`src/rtl/des_pkg.sv`:
```
// Shared DES key-schedule constants, permutations and the schedule FSM state type.
package des_pkg;
    localparam int DES_KEY_W    = 64;
    localparam int DES_CD_W     = 56;
    localparam int DES_SUBKEY_W = 48;

    typedef enum logic {IDLE = 1'b0, RUN = 1'b1} state_e;

    localparam logic [1:0] DES_SHIFTS [16] = '{
        2'd1, 2'd1, 2'd2, 2'd2, 2'd2, 2'd2, 2'd2, 2'd2,
        2'd1, 2'd2, 2'd2, 2'd2, 2'd2, 2'd2, 2'd2, 2'd1
    };

    // Table entries are 1-based DES bit numbers; bit 1 is the MSB of the vector.
    localparam int PC1_TAB [56] = '{
        57, 49, 41, 33, 25, 17,  9,  1, 58, 50, 42, 34, 26, 18,
        10,  2, 59, 51, 43, 35, 27, 19, 11,  3, 60, 52, 44, 36,
        63, 55, 47, 39, 31, 23, 15,  7, 62, 54, 46, 38, 30, 22,
        14,  6, 61, 53, 45, 37, 29, 21, 13,  5, 28, 20, 12,  4
    };

    localparam int PC2_TAB [48] = '{
        14, 17, 11, 24,  1,  5,  3, 28, 15,  6, 21, 10,
        23, 19, 12,  4, 26,  8, 16,  7, 27, 20, 13,  2,
        41, 52, 31, 37, 47, 55, 30, 40, 51, 45, 33, 48,
        44, 49, 39, 56, 34, 53, 46, 42, 50, 36, 29, 32
    };

    function automatic logic [DES_CD_W-1:0] pc1(input logic [DES_KEY_W-1:0] key);
        logic [DES_CD_W-1:0] cd;
        cd = '0;
        for (int i = 0; i < DES_CD_W; i++)
            cd[6'(DES_CD_W - 1 - i)] = key[6'(DES_KEY_W - PC1_TAB[6'(i)])];
        return cd;
    endfunction

    function automatic logic [DES_SUBKEY_W-1:0] pc2(input logic [DES_CD_W-1:0] cd);
        logic [DES_SUBKEY_W-1:0] sk;
        sk = '0;
        for (int i = 0; i < DES_SUBKEY_W; i++)
            sk[6'(DES_SUBKEY_W - 1 - i)] = cd[6'(DES_CD_W - PC2_TAB[6'(i)])];
        return sk;
    endfunction

    // Rotate C and D independently by 1 or 2 places.
    function automatic logic [DES_CD_W-1:0] rot_cd(input logic [DES_CD_W-1:0] cd,
                                                   input logic [1:0] amt,
                                                   input logic left);
        logic [27:0] c;
        logic [27:0] d;
        c = cd[55:28];
        d = cd[27:0];
        if (left) begin
            if (amt == 2'd2) begin
                c = {c[25:0], c[27:26]};
                d = {d[25:0], d[27:26]};
            end else begin
                c = {c[26:0], c[27]};
                d = {d[26:0], d[27]};
            end
        end else begin
            if (amt == 2'd2) begin
                c = {c[1:0], c[27:2]};
                d = {d[1:0], d[27:2]};
            end else begin
                c = {c[0], c[27:1]};
                d = {d[0], d[27:1]};
            end
        end
        return {c, d};
    endfunction
endpackage

```
`src/rtl/des_key_schedule_if.sv`:
```
// Start/key request and subkey valid/ready stream between a round engine and the key schedule.
interface des_key_schedule_if;
    import des_pkg::*;

    logic                    i_start;
    logic [DES_KEY_W-1:0]    i_key;
    logic                    i_decrypt;
    logic                    o_busy;
    logic                    o_subkey_valid;
    logic                    i_subkey_ready;
    logic [DES_SUBKEY_W-1:0] o_subkey;
    logic [3:0]              o_round;
    logic                    o_done;

    modport master (
        output i_start, i_key, i_decrypt, i_subkey_ready,
        input  o_busy, o_subkey_valid, o_subkey, o_round, o_done
    );

    modport slave (
        input  i_start, i_key, i_decrypt, i_subkey_ready,
        output o_busy, o_subkey_valid, o_subkey, o_round, o_done
    );
endinterface

```
`src/rtl/des_pc2.sv`:
```
// PC-2 compression of the 56-bit C/D state into a 48-bit round subkey.
module des_pc2
    import des_pkg::*;
(
    input  logic [DES_CD_W-1:0]     i_cd,
    output logic [DES_SUBKEY_W-1:0] o_subkey
);
    always_comb o_subkey = pc2(i_cd);
endmodule

```
`src/rtl/des_key_schedule.sv`:
```
// Iterative DES key schedule: one subkey per handshake, encrypt or decrypt order,
// decrypt order obtained by right-rotating C/D instead of storing a subkey table.
module des_key_schedule
    import des_pkg::*;
(
    input  logic              i_clk,
    input  logic              i_rst,
    des_key_schedule_if.slave bus
);
    state_e                  state_q, state_d;
    logic [DES_CD_W-1:0]     cd_q, cd_d;
    logic [3:0]              cnt_q, cnt_d;
    logic                    dec_q, dec_d;
    logic                    done_q, done_d;
    logic [DES_SUBKEY_W-1:0] pc2_out;
    logic                    run;
    logic                    hs;
    logic [1:0]              step;

    des_pc2 u_pc2 (
        .i_cd     (cd_q),
        .o_subkey (pc2_out)
    );

    assign run = (state_q == RUN);
    assign hs  = run && bus.i_subkey_ready;

    // Encrypt looks one entry ahead in the table; decrypt walks it from the end.
    assign step = dec_q ? DES_SHIFTS[4'd15 - cnt_q] : DES_SHIFTS[cnt_q + 4'd1];

    always_ff @(posedge i_clk or posedge i_rst) begin
        if (i_rst) begin
            state_q <= IDLE;
            cd_q    <= '0;
            cnt_q   <= '0;
            dec_q   <= 1'b0;
            done_q  <= 1'b0;
        end else begin
            state_q <= state_d;
            cd_q    <= cd_d;
            cnt_q   <= cnt_d;
            dec_q   <= dec_d;
            done_q  <= done_d;
        end
    end

    always_comb begin
        state_d = state_q;
        cd_d    = cd_q;
        cnt_d   = cnt_q;
        dec_d   = dec_q;
        done_d  = 1'b0;
        case (state_q)
            IDLE: begin
                if (bus.i_start) begin
                    // C0D0 is already K16's state; encrypt pre-applies s1 to reach K1.
                    cd_d    = bus.i_decrypt ? pc1(bus.i_key)
                                            : rot_cd(pc1(bus.i_key), 2'd1, 1'b1);
                    cnt_d   = '0;
                    dec_d   = bus.i_decrypt;
                    state_d = RUN;
                end
            end
            RUN: begin
                if (hs) begin
                    if (cnt_q == 4'd15) begin
                        state_d = IDLE;
                        done_d  = 1'b1;
                    end else begin
                        cnt_d = cnt_q + 4'd1;
                        cd_d  = rot_cd(cd_q, step, !dec_q);
                    end
                end
            end
            default: state_d = IDLE;
        endcase
    end

    assign bus.o_busy         = run;
    assign bus.o_subkey_valid = run;
    assign bus.o_subkey       = run ? pc2_out : '0;
    assign bus.o_round        = run ? (dec_q ? (4'd15 - cnt_q) : cnt_q) : 4'd0;
    assign bus.o_done         = done_q;
endmodule
```
`src/flat_wrapper.sv`:
```
// flat-port wrapper written by rule: the top's interface ports become plain ports
module des_key_schedule_flat import des_pkg::*;
  (i_clk, i_rst, bus_i_start, bus_i_key, bus_i_decrypt, bus_i_subkey_ready, bus_o_busy, bus_o_subkey_valid, bus_o_subkey, bus_o_round, bus_o_done);
  des_key_schedule_if bus_i ();
  input  logic i_clk;
  input  logic i_rst;
  input wire logic [$bits(bus_i.i_start)-1:0] bus_i_start;
  input wire logic [$bits(bus_i.i_key)-1:0] bus_i_key;
  input wire logic [$bits(bus_i.i_decrypt)-1:0] bus_i_decrypt;
  input wire logic [$bits(bus_i.i_subkey_ready)-1:0] bus_i_subkey_ready;
  output wire logic [$bits(bus_i.o_busy)-1:0] bus_o_busy;
  output wire logic [$bits(bus_i.o_subkey_valid)-1:0] bus_o_subkey_valid;
  output wire logic [$bits(bus_i.o_subkey)-1:0] bus_o_subkey;
  output wire logic [$bits(bus_i.o_round)-1:0] bus_o_round;
  output wire logic [$bits(bus_i.o_done)-1:0] bus_o_done;
  assign bus_i.i_start = bus_i_start;
  assign bus_i.i_key = bus_i_key;
  assign bus_i.i_decrypt = bus_i_decrypt;
  assign bus_i.i_subkey_ready = bus_i_subkey_ready;
  assign bus_o_busy = bus_i.o_busy;
  assign bus_o_subkey_valid = bus_i.o_subkey_valid;
  assign bus_o_subkey = bus_i.o_subkey;
  assign bus_o_round = bus_i.o_round;
  assign bus_o_done = bus_i.o_done;
  des_key_schedule u_core (.i_clk(i_clk), .i_rst(i_rst), .bus(bus_i));
endmodule
```
`config.mk`:
```
export PLATFORM = sky130hd
export DESIGN_NAME = des_key_schedule_flat
export DESIGN_NICKNAME = d
export VERILOG_FILES = /design/src/rtl/des_pkg.sv /design/src/rtl/des_key_schedule_if.sv /design/src/rtl/des_pc2.sv /design/src/rtl/des_key_schedule.sv /design/src/flat_wrapper.sv
export SDC_FILE = /design/constraint.sdc
export NUM_CORES = 1
export LEC_CHECK = 0
export CORE_UTILIZATION = 52
export CTS_CLUSTER_DIAMETER = 60
export CTS_CLUSTER_SIZE = 24
export DETAILED_ROUTE_END_ITERATION = 7
export PLACE_DENSITY = 0.86
export SLEW_MARGIN = 20
export SYNTH_ARGS = -nofsm -noshare
export SYNTH_HDL_FRONTEND = slang
export SYNTH_SLANG_ARGS = --single-unit
```
`constraint.sdc`:
```
create_clock -name i_clk -period 3.4 [get_ports i_clk]
set_clock_uncertainty 0.15 [all_clocks]
set_input_delay 0.34 -clock i_clk [delete_from_list [all_inputs] [get_ports i_clk]]
set_output_delay 0.34 -clock i_clk [all_outputs]
set_load 0.02 [all_outputs]
```
Word level (Yosys, flattened, before mapping)
Memories as Yosys holds them, arrays and structs flattened.
Index checks and enable logic that the tools add are counted.
{"block": "totals", "ram_bits": 0, "romBits": 64, "word_cells": 52, "memories": 2, "regBits": 63, "output_inout_bits": 55, "latchBits": 0}
{"memory": "(name not given)", "depth": 16, "width": 2, "rd": 1, "rd_ports_with_merged_regs": 0, "wr": 0, "line_no": "des_key_schedule.sv:29", "rtl": "assign step = dec_q ? DES_SHIFTS[4'd15 - cnt_q] : DES_SHIFTS[cnt_q + 4'd1];"}
{"memory": "(name not given)", "depth": 16, "width": 2, "rd": 1, "rd_ports_with_merged_regs": 0, "wr": 0, "line_no": "des_key_schedule.sv:29"}
{"block": "op_classes", "mul": 0, "muxes": 30, "magnitude_cmp": 2, "n_reduce_logical": 3, "eq_ne": 5, "n_shift": 0, "n_div": 0, "n_bitwise": 3, "n_addsub": 2}
{"operator": "28-bit 2-to-1 mux", "count": 6}
{"operator": "56-bit 2-to-1 mux", "count": 3}
{"operator": "56-bit case mux with 2 select lines", "count": 1}
{"operator": "33-bit 2-to-1 mux", "count": 1}
{"operator": "32-bit 2-to-1 mux", "count": 1}
{"operator": "4-bit 2-to-1 mux", "count": 5}
{"operator": "5-bit >= comparator, second input constant", "count": 2}
{"operator": "2-bit 2-to-1 mux", "count": 5}
{"operator": "4-bit NOT with 5-bit output", "count": 2}
{"operator": "4-bit case mux with 2 select lines", "count": 1}
{"operator": "1-bit 2-to-1 mux", "count": 6}
{"operator": "2-bit inequality test, second input constant", "count": 3}
{"operator": "4-bit by 1-bit adder with 4-bit output, second input constant", "count": 1}
{"operator": "4-bit equality test, second input constant", "count": 1}
{"operator": "4-bit subtractor, first input constant", "count": 1}
{"operator": "3-bit AND reduction", "count": 1}
{"operator": "2-bit equality test, second input constant", "count": 1}
{"operator": "1-bit case mux with 2 select lines", "count": 1}
{"operator": "2-bit AND reduction", "count": 1}
{"operator": "1-bit logical AND", "count": 1}
{"operator": "1-bit NOT", "count": 1}

Depth between registers and ports, before layout
Gate-level depths: netlist (run 1).
{"block": "depth", "word_depth": 12, "ltp_mapped": 10, "mapped_depth_nobuf": 7}

Hierarchy
From an unflattened synthesis (run 1), not the netlist that was laid out.
{"block": "hier_totals", "hier_cells": 616, "area_unflattened_um2": 5086.1}
{"mod": "des_key_schedule", "seq_area_each_um2": 1576.5, "cells_per_inst": 567, "area_each_um2": 4722.0, "n_inst": 1}
{"mod": "des_pc2", "seq_area_each_um2": 0.0, "cells_per_inst": 49, "area_each_um2": 364.1, "n_inst": 1}

Worst setup path after synthesis (run 1)
No wires, ideal clock.
{"block": "synth_timing", "kind": "reg2reg", "start": "reg u_core.cnt_q[0]", "end": "reg u_core.cd_q[6]", "setup_slack_ns": 0.923, "synth_period_minus_slack_ns": 2.477, "arrival_ns": 2.193, "path_stages_with_launch": 10, "n_path_buf": 2, "path_cell_list": "dfrtp_1 -> inv_1 -> ha_1 -> or3_1 -> o211a_1 -> buf_6 -> buf_2 -> a2111o_1 -> o311ai_0 -> o31ai_1"}
{"block": "synth_between", "elab_chain_cells": 12}
{"item": "from (decl)", "line_no": "des_key_schedule.sv:12", "rtl": "logic [3:0] cnt_q, cnt_d;"}
{"item": "from (signal assigned)", "line_no": "des_key_schedule.sv:41", "rtl": "cnt_q <= cnt_d;"}
{"item": "4-bit by 1-bit adder with 4-bit output / 4-bit subtractor (equally long branches)", "line_no": "des_key_schedule.sv:29"}
{"item": "4-bit NOT with 5-bit output (implied by the code)", "line_no": "des_key_schedule.sv:29"}
{"item": "memory read 16 x 2 bit"}
{"item": "2-bit 2-to-1 mux (implied by the code) (2 in a row)", "line_no": "des_key_schedule.sv:29"}
{"item": "2-bit 2-to-1 mux", "line_no": "des_key_schedule.sv:29"}
{"item": "2-bit equality test", "line_no": "des_pkg.sv:54, des_pkg.sv:62"}
{"item": "28-bit 2-to-1 mux, on equally long branches", "line_no": "des_pkg.sv:54, des_pkg.sv:62"}
{"item": "28-bit 2-to-1 mux", "line_no": "des_pkg.sv:53", "rtl": "if (left) begin"}
{"item": "56-bit 2-to-1 mux", "line_no": "des_key_schedule.sv:66", "rtl": "if (cnt_q == 4'd15) begin"}
{"item": "56-bit 2-to-1 mux", "line_no": "des_key_schedule.sv:65", "rtl": "if (hs) begin"}
{"item": "56-bit case mux with 2 select lines", "line_no": "des_key_schedule.sv:53", "rtl": "case (state_q)"}
{"item": "to (signal assigned)", "line_no": "des_key_schedule.sv:34", "rtl": "cd_q <= '0;"}
{"item": "to (signal assigned)", "line_no": "des_key_schedule.sv:40", "rtl": "cd_q <= cd_d;"}
{"item": "to (decl)", "line_no": "des_key_schedule.sv:11", "rtl": "logic [DES_CD_W-1:0] cd_q, cd_d;"}
Several ways; a longest one is shown, not always the timed one. The select of a mux whose other input is x is not followed.
A chain may end at the register's enable or synchronous reset.

Worst setup path after layout (run 1)
{"block": "layout_timing", "start": "reg u_core.cnt_q[1]", "end": "reg u_core.cd_q[53]"}
The elaborated chain is that of the path after synthesis.

==> metrics.md, run 1 <==
| Metric | Value |
|---|---|
| Pwr Density | `977.0 nW/um^2` |
| CP required | `3.45 ns` |
| Total of max-cap violations | `0` |
| Top Ports | `124` |
| Post-route minimum period | `2.984 ns` |
| CTS root buf | `clkbuf_8` |
| Total chip power | `5.566 mW` |
| Critical Path Max Stage Delay | `0.52 ns` |
| Top_reg_cell synth | `dfrtp_1` |
| Die width | `104.0 um` |
| Routed vias | `4979` |
| Final wirelength | `13240 um` |
| I/O Buffers | `29` |
| Leak | `2.257 nW` |
| CTS Buf Count | `9` |
| Avg Inst Size Synth | `8.303 um^2` |
| Diodes inserted | `0` |
| M1 GR Usage | `33.48%` |
| Tot GR Track Use | `24.83%` |
| Initial core utilization | `54.55%` |
| First-pass GRT wire length | `22380 um` |
| H-tree depth | `3` |
| Via/cell ratio | `6.392` |
| Critical Path End Type | `register` |
| # rows | `36` |
| Share of cells above drive strength 1 | `14.24%` |
| Crit start category | `register` |
| Sequential element share of the synthesized area | `29.17%` |
| Worst R2R Setup Slack | `0.42 ns` |
| Die area | `10810 um^2` |
| Hpwl dp | `8243 um` |
| Grt total ovfl | `0` |
| Initial DRT Pass Iterations | `5` |
| Vias in the first global route | `4554` |
| Worst-case reg-to-reg path depth | `7` |
| Crit path kind | `reg2reg` |
| Critical path peak fanout | `24` |
| R2r startpoint | `u_core.cnt_q[1]$_DFFE_PP0P_` |
| Worst skew pair latency | `0.33 ns` |
| Finished Cell Area | `5697 um^2` |
| # clock sinks | `63` |
| Largest net degree at the start of global routing | `123` |
| Setup Viol. Count Final | `0` |
| Synth area leaders | `dfrtp_1 (29%), nand2_1 (7.2%), buf_4 (5.7%), a211oi_2 (5.6%), a31o_2 (3.9%)` |
| Initial antenna violation count | `0` |
| Synth cell count leaders | `nand2_1 (104), dfrtp_1 (63), buf_4 (41)` |
| Crit path cell chain | `ha_1, xor2_1, a211o_2, a21o_2, buf_12, mux2i_1, o221ai_1` |
| Max Fclk | `0.3352 GHz` |
| Met3 usage | `3.258%` |
| RSZ-0062 raised after global routing | `false` |
| Clock Path Buffers | `2` |
| GPL Wtd Cong | `0.8325` |
| Setup TNS | `0 ns` |
| Final Hold Fails | `0` |
| Area of the core | `9910 um^2` |
| DRT antenna net count | `0` |
| Most used routing layer | `met2` |
| Detailed router's first-iteration violation count | `481` |
| Flop and latch count out of synthesis | `63` |
| Met2 usage in global routing | `40.81%` |
| Worst vdd ir | `0.5741 mV` |
| WL/cell | `16.99 um` |
| Synth Warn # | `0` |
| Area leader, netlist | `dfrtp_1` |
| Setup bufs post-CTS | `0` |
| Post-Syn Area | `5405 um^2` |
| Post-synth EDFFs | `0` |
| Tightest Pin Transition | `0.8873 ns` |
| Nets | `716` |
| # resized after CTS | `0` |
| Status | `finished clean` |
| Crit path buffers/inverters | `1` |
| DIE HEIGHT | `104.0 um` |
| Yosys cell types | `50` |
| Hold WS | `0.3621 ns` |
| FFs w/ async S/R, synth | `100.0%` |
| Slew Viols, Final | `0` |
| Post-placement cell area | `5520 um^2` |
| Final Util | `57.49%` |
| CP top delay family | `compound AO/OA/AOI/OAI gates` |
| Hold Buf Count CTS | `0` |
| Arrival time worst endpoint | `3.04 ns` |
| DRC viols | `0` |
| Reg2reg end | `u_core.cd_q[53]$_DFFE_PP0P_` |
| Fillers | `850` |
| Crit-path slowest cell | `dfrtp_1` |
| Cell with the most instances after synthesis | `nand2_1` |
| CTS tree | `built` |
| Clock slew at reported path FFs | `0.08 ns` |
| HP Class | `in2async` |
| Syn Inst Count | `651` |
| Slew headroom | `40.76%` |
| Final period util | `87.76%` |
| Area growth, synth to finish | `5.393%` |
| Yosys top cell area share | `29.17%` |
## worst max path at each step
stage,startpoint,end,cells past startpoint
6_report,u_core.cnt_q[1]$_DFFE_PP0P_,u_core.cd_q[53]$_DFFE_PP0P_,7
5_1_grt,u_core.cnt_q[1]$_DFFE_PP0P_,u_core.cd_q[2]$_DFFE_PP0P_,7
4_1_cts,u_core.cnt_q[1]$_DFFE_PP0P_,u_core.cd_q[50]$_DFFE_PP0P_,7
3_5_place_dp,u_core.cnt_q[1]$_DFFE_PP0P_,u_core.cd_q[50]$_DFFE_PP0P_,7
3_3_place_gp,u_core.cnt_q[1]$_DFFE_PP0P_,u_core.cd_q[53]$_DFFE_PP0P_,7
2_1_floorplan,u_core.cnt_q[0]$_DFFE_PP0P_,u_core.cd_q[6]$_DFFE_PP0P_,9
## routing by layer
layer  vias to the layer above  part of all wire (%)
li1                       2295                     -
met1                      2421                    43
met2                       231                    49
met3                        32                   6.8
met4                         0                   1.7
met5                         -                     0
## sequential cells by signal, summed over array words and instances (netlist names)
register	count
u_core.bus.o_done	1
u_core.bus.o_busy	1
u_core.cnt_q	4
u_core.cd_q	56
u_core.dec_q	1
## power breakdown
part,leakage [nW],internal (mW),switching [mW]
sequential,0.779,1.09,0.513
clock,0.0894,0.303,0.299
combinational,1.39,1.33,2.02
total,2.26,2.73,2.83
## kinds of logic (layout without fill, tap and decap cells)
logic type	after synthesis	after routing	synth area share, %
compound gates	223	223	33.13
xor+xnor	5	5	0.8101
fa+ha+maj	6	6	1.389
buf+inv	133	91	14.21
flops	63	63	29.17
mux	19	19	3.542
other cells	1	38	0.06938
simple gates	201	201	17.69
## cell usage in the layout (no fill, tap or decap), types with 4 or more instances in the layout
master	instances
a211oi_2	24
a211oi_1	26
nor2_1	15
mux2i_1	18
buf_4	16
o31ai_1	18
nand2_1	104
and2_1	16
xor2_1	5
o311ai_1	10
clkbuf_8	11
a21oi_1	33
clkdlybuf4s50_1	29
nand2b_1	17
o21ai_1	31
a31o_2	24
nor3_1	23
ha_1	6
inv_1	26
and3_1	8
o311ai_0	8
o221ai_1	12
o21ai_0	5
o211ai_1	4
a2111o_1	16
dfrtp_1	62
nand3_1	5
conb_1	38
## per-stage QoR
step | setup WS, ns | cells
after floorplan | 0.9231 | 688
after global placement | 0.5349 | 763
after detailed placement | 0.4766 | 763
after CTS | 0.4542 | 779
after global routing | 0.1901 | 779
final | 0.4163 | 779
## layout make-up
| class | instances | area, um^2 | area share (%) |
|---|---|---|---|
| Clock buffer | 13 | 158.9 | 2.789 |
| Clock inverter | 3 | 17.52 | 0.3075 |
| Inverter | 27 | 101.3 | 1.779 |
| Multi-Input combinational cell | 492 | 3202 | 56.20 |
| Sequential cell | 63 | 1580 | 27.74 |
| Tap cell | 133 | 166.4 | 2.921 |
| Timing Repair Buffer | 48 | 470.5 | 8.258 |
Note: power is estimated with default switching activity, not from simulation.
==> run 2: changes to the inputs <==
--- a/config.mk
+++ b/config.mk
@@ -5,6 +5,7 @@
 export SDC_FILE = /design/constraint.sdc
 export NUM_CORES = 1
 export LEC_CHECK = 0
+export CORE_MARGIN = 5
 export CORE_UTILIZATION = 52
 export CTS_CLUSTER_DIAMETER = 60
 export CTS_CLUSTER_SIZE = 24
==> metrics.md, run 2 (same netlist as run 1, synthesis figures left out) <==
| Metric | Value |
|---|---|
| Max Fclk | `0.3374 GHz (was 0.3352 GHz)` |
| Arrival time worst endpoint | `3.06 ns (was 3.04 ns)` |
| Worst setup margin | `0.4361 ns (was 0.4163 ns)` |
| Detailed router's first-iteration violation count | `456 (was 481)` |
| DRT antenna net count | `0 (unchanged)` |
| Critical Path End Type | `register (unchanged)` |
| Non-Filler Instances | `780 (was 779)` |
| Via/cell ratio | `6.304 (was 6.392)` |
| # resized after CTS | `0 (unchanged)` |
| Top reg by flops | `u_core.cd_q (unchanged)` |
| Hold Buf Count CTS | `0 (unchanged)` |
| # rows | `37 (was 36)` |
| Crit path cell chain | `ha_1, xor2_1, a211o_2, a21oi_4, buf_12, o311ai_0, o31ai_1 (was ha_1, xor2_1, a211o_2, a21o_2, buf_12, mux2i_1, o221ai_1)` |
| Setup bufs post-CTS | `0 (unchanged)` |
| Total chip power | `5.621 mW (was 5.566 mW)` |
| Initial antenna violation count | `0 (unchanged)` |
| Hpwl dp | `8527 um (was 8243 um)` |
| Final Hold Fails | `0 (unchanged)` |
| Status | `finished clean (unchanged)` |
| Critical path peak fanout | `31 (was 24)` |
| Crit-path slowest cell | `a211o_2 (was dfrtp_1)` |
| CTS tree | `built (unchanged)` |
| Multi-input gate area in the final layout | `3202 um^2 (unchanged)` |
| First-pass GRT wire length | `22600 um (was 22380 um)` |
| RSZ-0062 raised after global routing | `false (unchanged)` |
| Placed Instances | `767 (was 763)` |
| CP required | `3.49 ns (was 3.45 ns)` |
| GPL Wtd Cong | `0.8630 (was 0.8325)` |
| DRC viols | `0 (unchanged)` |
| # clock sinks | `63 (unchanged)` |
| Setup Viol. Count Final | `0 (unchanged)` |
| Die width | `112.0 um (was 104.0 um)` |
| Largest net degree at the start of global routing | `74 (was 123)` |
| Final wirelength | `13270 um (was 13240 um)` |
| Nets | `717 (was 716)` |
| Vias in the first global route | `4548 (was 4554)` |
| Initial DRT Pass Iterations | `5 (unchanged)` |
| Top Ports | `124 (unchanged)` |
| Initial core utilization | `52.83% (was 54.55%)` |
| Pwr Density | `983.2 nW/um^2 (was 977.0 nW/um^2)` |
| Area growth, synth to finish | `5.764% (was 5.393%)` |
| Regs by FF count | `u_core.cd_q (56), u_core.cnt_q (4) (unchanged)` |
| Worst skew pair latency | `0.34 ns (was 0.33 ns)` |
| Tightest Pin Transition | `0.8697 ns (was 0.8873 ns)` |
| WL/cell | `17.01 um (was 16.99 um)` |
| DIE HEIGHT | `112.0 um (was 104.0 um)` |
| Slew headroom | `42.02% (was 40.76%)` |
| Post-route minimum period | `2.964 ns (was 2.984 ns)` |
| Leak | `2.265 nW (was 2.257 nW)` |
| Die area | `12530 um^2 (was 10810 um^2)` |
| Critical Path Max Stage Delay | `0.55 ns (was 0.52 ns)` |
| Slew Viols, Final | `0 (unchanged)` |
| Final Util | `55.88% (was 57.49%)` |
| Dpl ws | `0.5009 ns (was 0.4766 ns)` |
| I/O Buffers | `29 (unchanged)` |
| Most frequent cells in the layout | `nand2_1 (104), dfrtp_1 (62), conb_1 (38) (unchanged)` |
| Crit path kind | `reg2reg (unchanged)` |
| Fillers | `897 (was 850)` |
| Diodes inserted | `0 (unchanged)` |
| H-tree depth | `3 (unchanged)` |
| Total of max-cap violations | `0 (unchanged)` |
| Tot GR Track Use | `21.22% (was 24.83%)` |
| Crit start category | `register (unchanged)` |
| Final period util | `87.17% (was 87.76%)` |
| Setup TNS | `0 ns (unchanged)` |
| CP top delay family | `compound AO/OA/AOI/OAI gates (unchanged)` |
| Crit path buffers/inverters | `1 (unchanged)` |
| Max FFs per register | `56 (unchanged)` |
| CTS root buf | `clkbuf_8 (unchanged)` |
| Clock slew at reported path FFs | `0.07 ns (was 0.08 ns)` |
| Share of cells above drive strength 1 | `14.13% (was 14.24%)` |
| Grt total ovfl | `0 (unchanged)` |
| HP Class | `in2async (unchanged)` |
| CTS Buf Count | `9 (unchanged)` |
| Worst vdd ir | `0.4705 mV (was 0.5741 mV)` |
| Area of the core | `10230 um^2 (was 9910 um^2)` |
| Commonest non-fill, non-tap cell in the layout | `nand2_1 (unchanged)` |
| Clock Path Buffers | `2 (unchanged)` |
| Routed vias | `4917 (was 4979)` |
| Reg area | `1580 um^2 (unchanged)` |
[run 2: changes by cell type in the layout (fill, tap and decap cells not counted), sizes merged]
cell,delta
bufinv,+1
clkinvlp,-1
clkbuf,-1
clkinv,-2
buf,+1
[run 2: power breakdown]
group / switching [mW] / leakage (nW) / internal [mW]
combinational: 1.99 / 1.39 / 1.35
sequential: 0.536 / 0.779 / 1.09
clock: 0.284 / 0.0944 / 0.367
total: 2.81 / 2.27 / 2.81
[run 2: layer usage]
layer	wire, um	part of all wire [%]	track usage, %	vias to the layer above
li1	-	-	-	2283
met1	5615	42	29.25	2381
met2	6508	49	33.25	230
met3	952	7.2	4.783	23
met4	191	1.4	6.731	0
met5	0	0	0	-
[run 2: cell type report]
type / count / area share [%]
multi-input combinational: 492 / 56.01
sequential: 63 / 27.64
timing repair buffer: 49 / 8.361
tap: 136 / 2.977
clock buffer: 12 / 2.714
inverter: 27 / 1.773
clock inverter: 1 / 0.5253
[run 2: worst reg2reg max path, delay by kind of cell (launching register included)]
| kind | cells | cell delay [ns] |
|---|---|---|
| compound gates | 4 | 1.40 |
| xor+xnor | 1 | 0.13 |
| fa+ha+maj | 1 | 0.44 |
| buf+inv | 1 | 0.23 |
| flops | 1 | 0.53 |
[run 2: per-stage QoR]
| step | cell area, um^2 | hold WS, ns |
|---|---|---|
| 2_1_floorplan | 5544 | 0.3036 |
| 3_3_place_gp | 5532 | 0.3255 |
| 3_5_place_dp | 5532 | 0.3323 |
| 4_1_cts | 5717 | 0.2049 |
| 5_1_grt | 5717 | 0.2570 |
| 6_report | 5717 | 0.1896 |
[run 2: path summary, 6_finish.rpt]
| kind | depth (start not counted) | end | slack [ns] | startpoint |
|---|---|---|---|---|
| worst max-delay path | 7 | u_core.cd_q[7]$_DFFE_PP0P_ | 0.44 | u_core.cnt_q[1]$_DFFE_PP0P_ |
| worst min-delay path | 2 | u_core.cnt_q[0]$_DFFE_PP0P_ | 0.19 | i_rst |
| worst max register to register | 7 | u_core.cd_q[7]$_DFFE_PP0P_ | 0.44 | u_core.cnt_q[1]$_DFFE_PP0P_ |
| worst min register to register | 2 | u_core.cd_q[10]$_DFFE_PP0P_ | 0.35 | u_core.cd_q[10]$_DFFE_PP0P_ |
| max in group asynchronous | 3 | u_core.cd_q[10]$_DFFE_PP0P_ | 2.20 | i_rst |
| min in group i_clk | 2 | u_core.cd_q[10]$_DFFE_PP0P_ | 0.35 | u_core.cd_q[10]$_DFFE_PP0P_ |
==> run 3: changes to the inputs <==
--- a/config.mk
+++ b/config.mk
@@ -5,7 +5,7 @@
 export SDC_FILE = /design/constraint.sdc
 export NUM_CORES = 1
 export LEC_CHECK = 0
-export CORE_MARGIN = 5
+export CORE_MARGIN = 2
 export CORE_UTILIZATION = 52
 export CTS_CLUSTER_DIAMETER = 60
 export CTS_CLUSTER_SIZE = 24
==> metrics.md, run 3 (same netlist as run 1, synthesis figures left out) <==
| Metric | Value |
|---|---|
| CTS Buf Count | `9 (unchanged)` |
| RSZ-0062 raised after global routing | `false (unchanged)` |
| Met2 wire length | `6535 um (was 6508 um)` |
| Worst setup margin | `0.3848 ns (was 0.4361 ns)` |
| Wl on met1 | `5716 um (was 5615 um)` |
| Die area | `11230 um^2 (was 12530 um^2)` |
| H-tree depth | `3 (unchanged)` |
| Setup TNS | `0 ns (unchanged)` |
| Critical Path End Type | `register (unchanged)` |
| Max Fclk | `0.3317 GHz (was 0.3374 GHz)` |
| Combinational share of power | `59.4% (about the same)` |
| Leak | `2.283 nW (was 2.265 nW)` |
| Area growth, synth to finish | `6.412% (was 5.764%)` |
| CP required | `3.44 ns (was 3.49 ns)` |
| Critical path peak fanout | `18 (was 31)` |
| Hold WS | `0.3614 ns (was 0.1896 ns)` |
| Non-Filler Instances | `781 (was 780)` |
| Placed Instances | `766 (was 767)` |
| Final wirelength | `13360 um (was 13270 um)` |
| Vias in the first global route | `4628 (was 4548)` |
| Total chip power | `5.731 mW (was 5.621 mW)` |
| # resized after CTS | `0 (unchanged)` |
| Met3 Wirelength | `862 um (was 952 um)` |
| Clock slew at reported path FFs | `0.08 ns (was 0.07 ns)` |
| Share of cells above drive strength 1 | `14.26% (was 14.13%)` |
| Routed vias | `4898 (was 4917)` |
| Crit path kind | `reg2reg (unchanged)` |
| WL/cell | `17.10 um (was 17.01 um)` |
| Final period util | `88.68% (was 87.17%)` |
| Status | `finished clean (unchanged)` |
| Die width | `106.0 um (was 112.0 um)` |
| Regs by FF count | `u_core.cd_q (56), u_core.cnt_q (4) (unchanged)` |
| Net Sw Frac | `49.74% (was 49.93%)` |
| Hold Buf Count CTS | `0 (unchanged)` |
| Area of the core | `10180 um^2 (was 10230 um^2)` |
| Detailed router's first-iteration violation count | `589 (was 456)` |
| Setup Viol. Count Final | `0 (unchanged)` |
| Psw | `2.851 mW (was 2.806 mW)` |
| Slew Viols, Final | `0 (unchanged)` |
| Worst skew pair latency | `0.35 ns (was 0.34 ns)` |
| GPL Wtd Cong | `0.8519 (was 0.8630)` |
| Worst vdd ir | `0.6167 mV (was 0.4705 mV)` |
| Largest net degree at the start of global routing | `67 (was 74)` |
| Top Ports | `124 (unchanged)` |
| Crit start category | `register (unchanged)` |
| Post-route minimum period | `3.015 ns (was 2.964 ns)` |
| I/O Buffers | `29 (unchanged)` |
| # clock sinks | `63 (unchanged)` |
| CTS tree | `built (unchanged)` |
| HP Class | `in2async (unchanged)` |
| Nets | `716 (was 717)` |
| Commonest non-fill, non-tap cell in the layout | `nand2_1 (unchanged)` |
| CTS root buf | `clkbuf_8 (unchanged)` |
| DRC viols | `0 (unchanged)` |
| Pwr Density | `996.4 nW/um^2 (was 983.2 nW/um^2)` |
| Uppermost layer routed | `met4 (unchanged)` |
| Grt total ovfl | `0 (unchanged)` |
| Hpwl dp | `8347 um (was 8527 um)` |
| DRT antenna net count | `0 (unchanged)` |
| Clock Path Buffers | `2 (unchanged)` |
| Top reg by flops | `u_core.cd_q (unchanged)` |
| Diodes inserted | `0 (unchanged)` |
| Tot GR Track Use | `24.39% (was 21.22%)` |
| Most frequent cells in the layout | `nand2_1 (104), dfrtp_1 (62), conb_1 (38) (unchanged)` |
| Initial DRT Pass Iterations | `5 (unchanged)` |
| Initial core utilization | `53.07% (was 52.83%)` |
| Via/cell ratio | `6.271 (was 6.304)` |
| Final Hold Fails | `0 (unchanged)` |
| Clock share of power | `12.6% (was 11.6%)` |
| DIE HEIGHT | `106.0 um (was 112.0 um)` |
| Slew headroom | `38.59% (was 42.02%)` |
| Total of max-cap violations | `0 (unchanged)` |
| Initial antenna violation count | `0 (unchanged)` |
| Tightest Pin Transition | `0.9198 ns (was 0.8697 ns)` |
| # rows | `37 (unchanged)` |
| Max FFs per register | `56 (unchanged)` |
| Worst-case reg-to-reg path depth | `6 (was 7)` |
| First-pass GRT wire length | `22500 um (was 22600 um)` |
| Internal Power | `2.880 mW (was 2.815 mW)` |
| Arrival time worst endpoint | `3.05 ns (was 3.06 ns)` |
| Setup bufs post-CTS | `0 (unchanged)` |
| Dpl ws | `0.4636 ns (was 0.5009 ns)` |
| Seq pwr share | `28.1% (was 29.0%)` |
-- run 3: cell count changes in the layout (fill, tap and decap cells not counted), sizes merged --
cell,previous run,this run
clkbuf,12,10
buf,20,19
bufinv,1,2
clkinv,0,3
-- run 3: metrics by stage --
stage               instance area (um^2)  utilization (%)
finish                              5752            56.47
CTS                                 5752            56.47
floorplan                           5544                -
global placement                    5549            54.48
detailed placement                  5549            54.48
global route                        5752            56.47
-- run 3: worst max-delay path, cell delays in order, from the launching register on --
cell and delay [ns]:
dfrtp_1 0.53, ha_1 0.42, nor3b_2 0.12, o31ai_4 0.63
nand2_1 0.53, a211oi_1 0.37, a221oi_1 0.10
-- run 3: area by class of cell --
| class | count | area (um^2) |
|---|---|---|
| fill | 880 | 4433 |
| inverter | 27 | 101.3 |
| tap | 136 | 170.2 |
| sequential | 63 | 1580 |
| multi-input combinational | 492 | 3202 |
| timing repair buffer | 48 | 495.5 |
| clock inverter | 5 | 75.07 |
| clock buffer | 10 | 127.6 |
-- run 3: worst paths after layout --
kind,from,endpoint,slack (ns)
max in group asynchronous,i_rst,u_core.cd_q[49]$_DFFE_PP0P_,2.02
hold reg to reg,u_core.cd_q[10]$_DFFE_PP0P_,u_core.cd_q[10]$_DFFE_PP0P_,0.38
min in group i_clk,u_core.cd_q[10]$_DFFE_PP0P_,u_core.cd_q[10]$_DFFE_PP0P_,0.38
setup / recovery,u_core.cnt_q[1]$_DFFE_PP0P_,u_core.cd_q[18]$_DFFE_PP0P_,0.38
hold / removal,i_rst,u_core.cnt_q[2]$_DFFE_PP0P_,0.36
setup reg to reg,u_core.cnt_q[1]$_DFFE_PP0P_,u_core.cd_q[18]$_DFFE_PP0P_,0.38
-- run 3: routing by layer --
| metal | up-vias | global-route usage [%] |
|---|---|---|
| li1 | 2286 | - |
| met1 | 2383 | 32.73 |
| met2 | 205 | 39.63 |
| met3 | 24 | 3.740 |
| met4 | 0 | 9.774 |
| met5 | - | 0 |
-- run 3: power groups by stage --
stage	clock [mW]	combinational [mW]	sequential, mW
floorplan	0	2.82	1.43
global placement	0	3.25	1.58
detailed placement	0	3.35	1.60
CTS	0.725	3.37	1.59
global route	0.756	3.72	1.66
finish	0.720	3.40	1.61
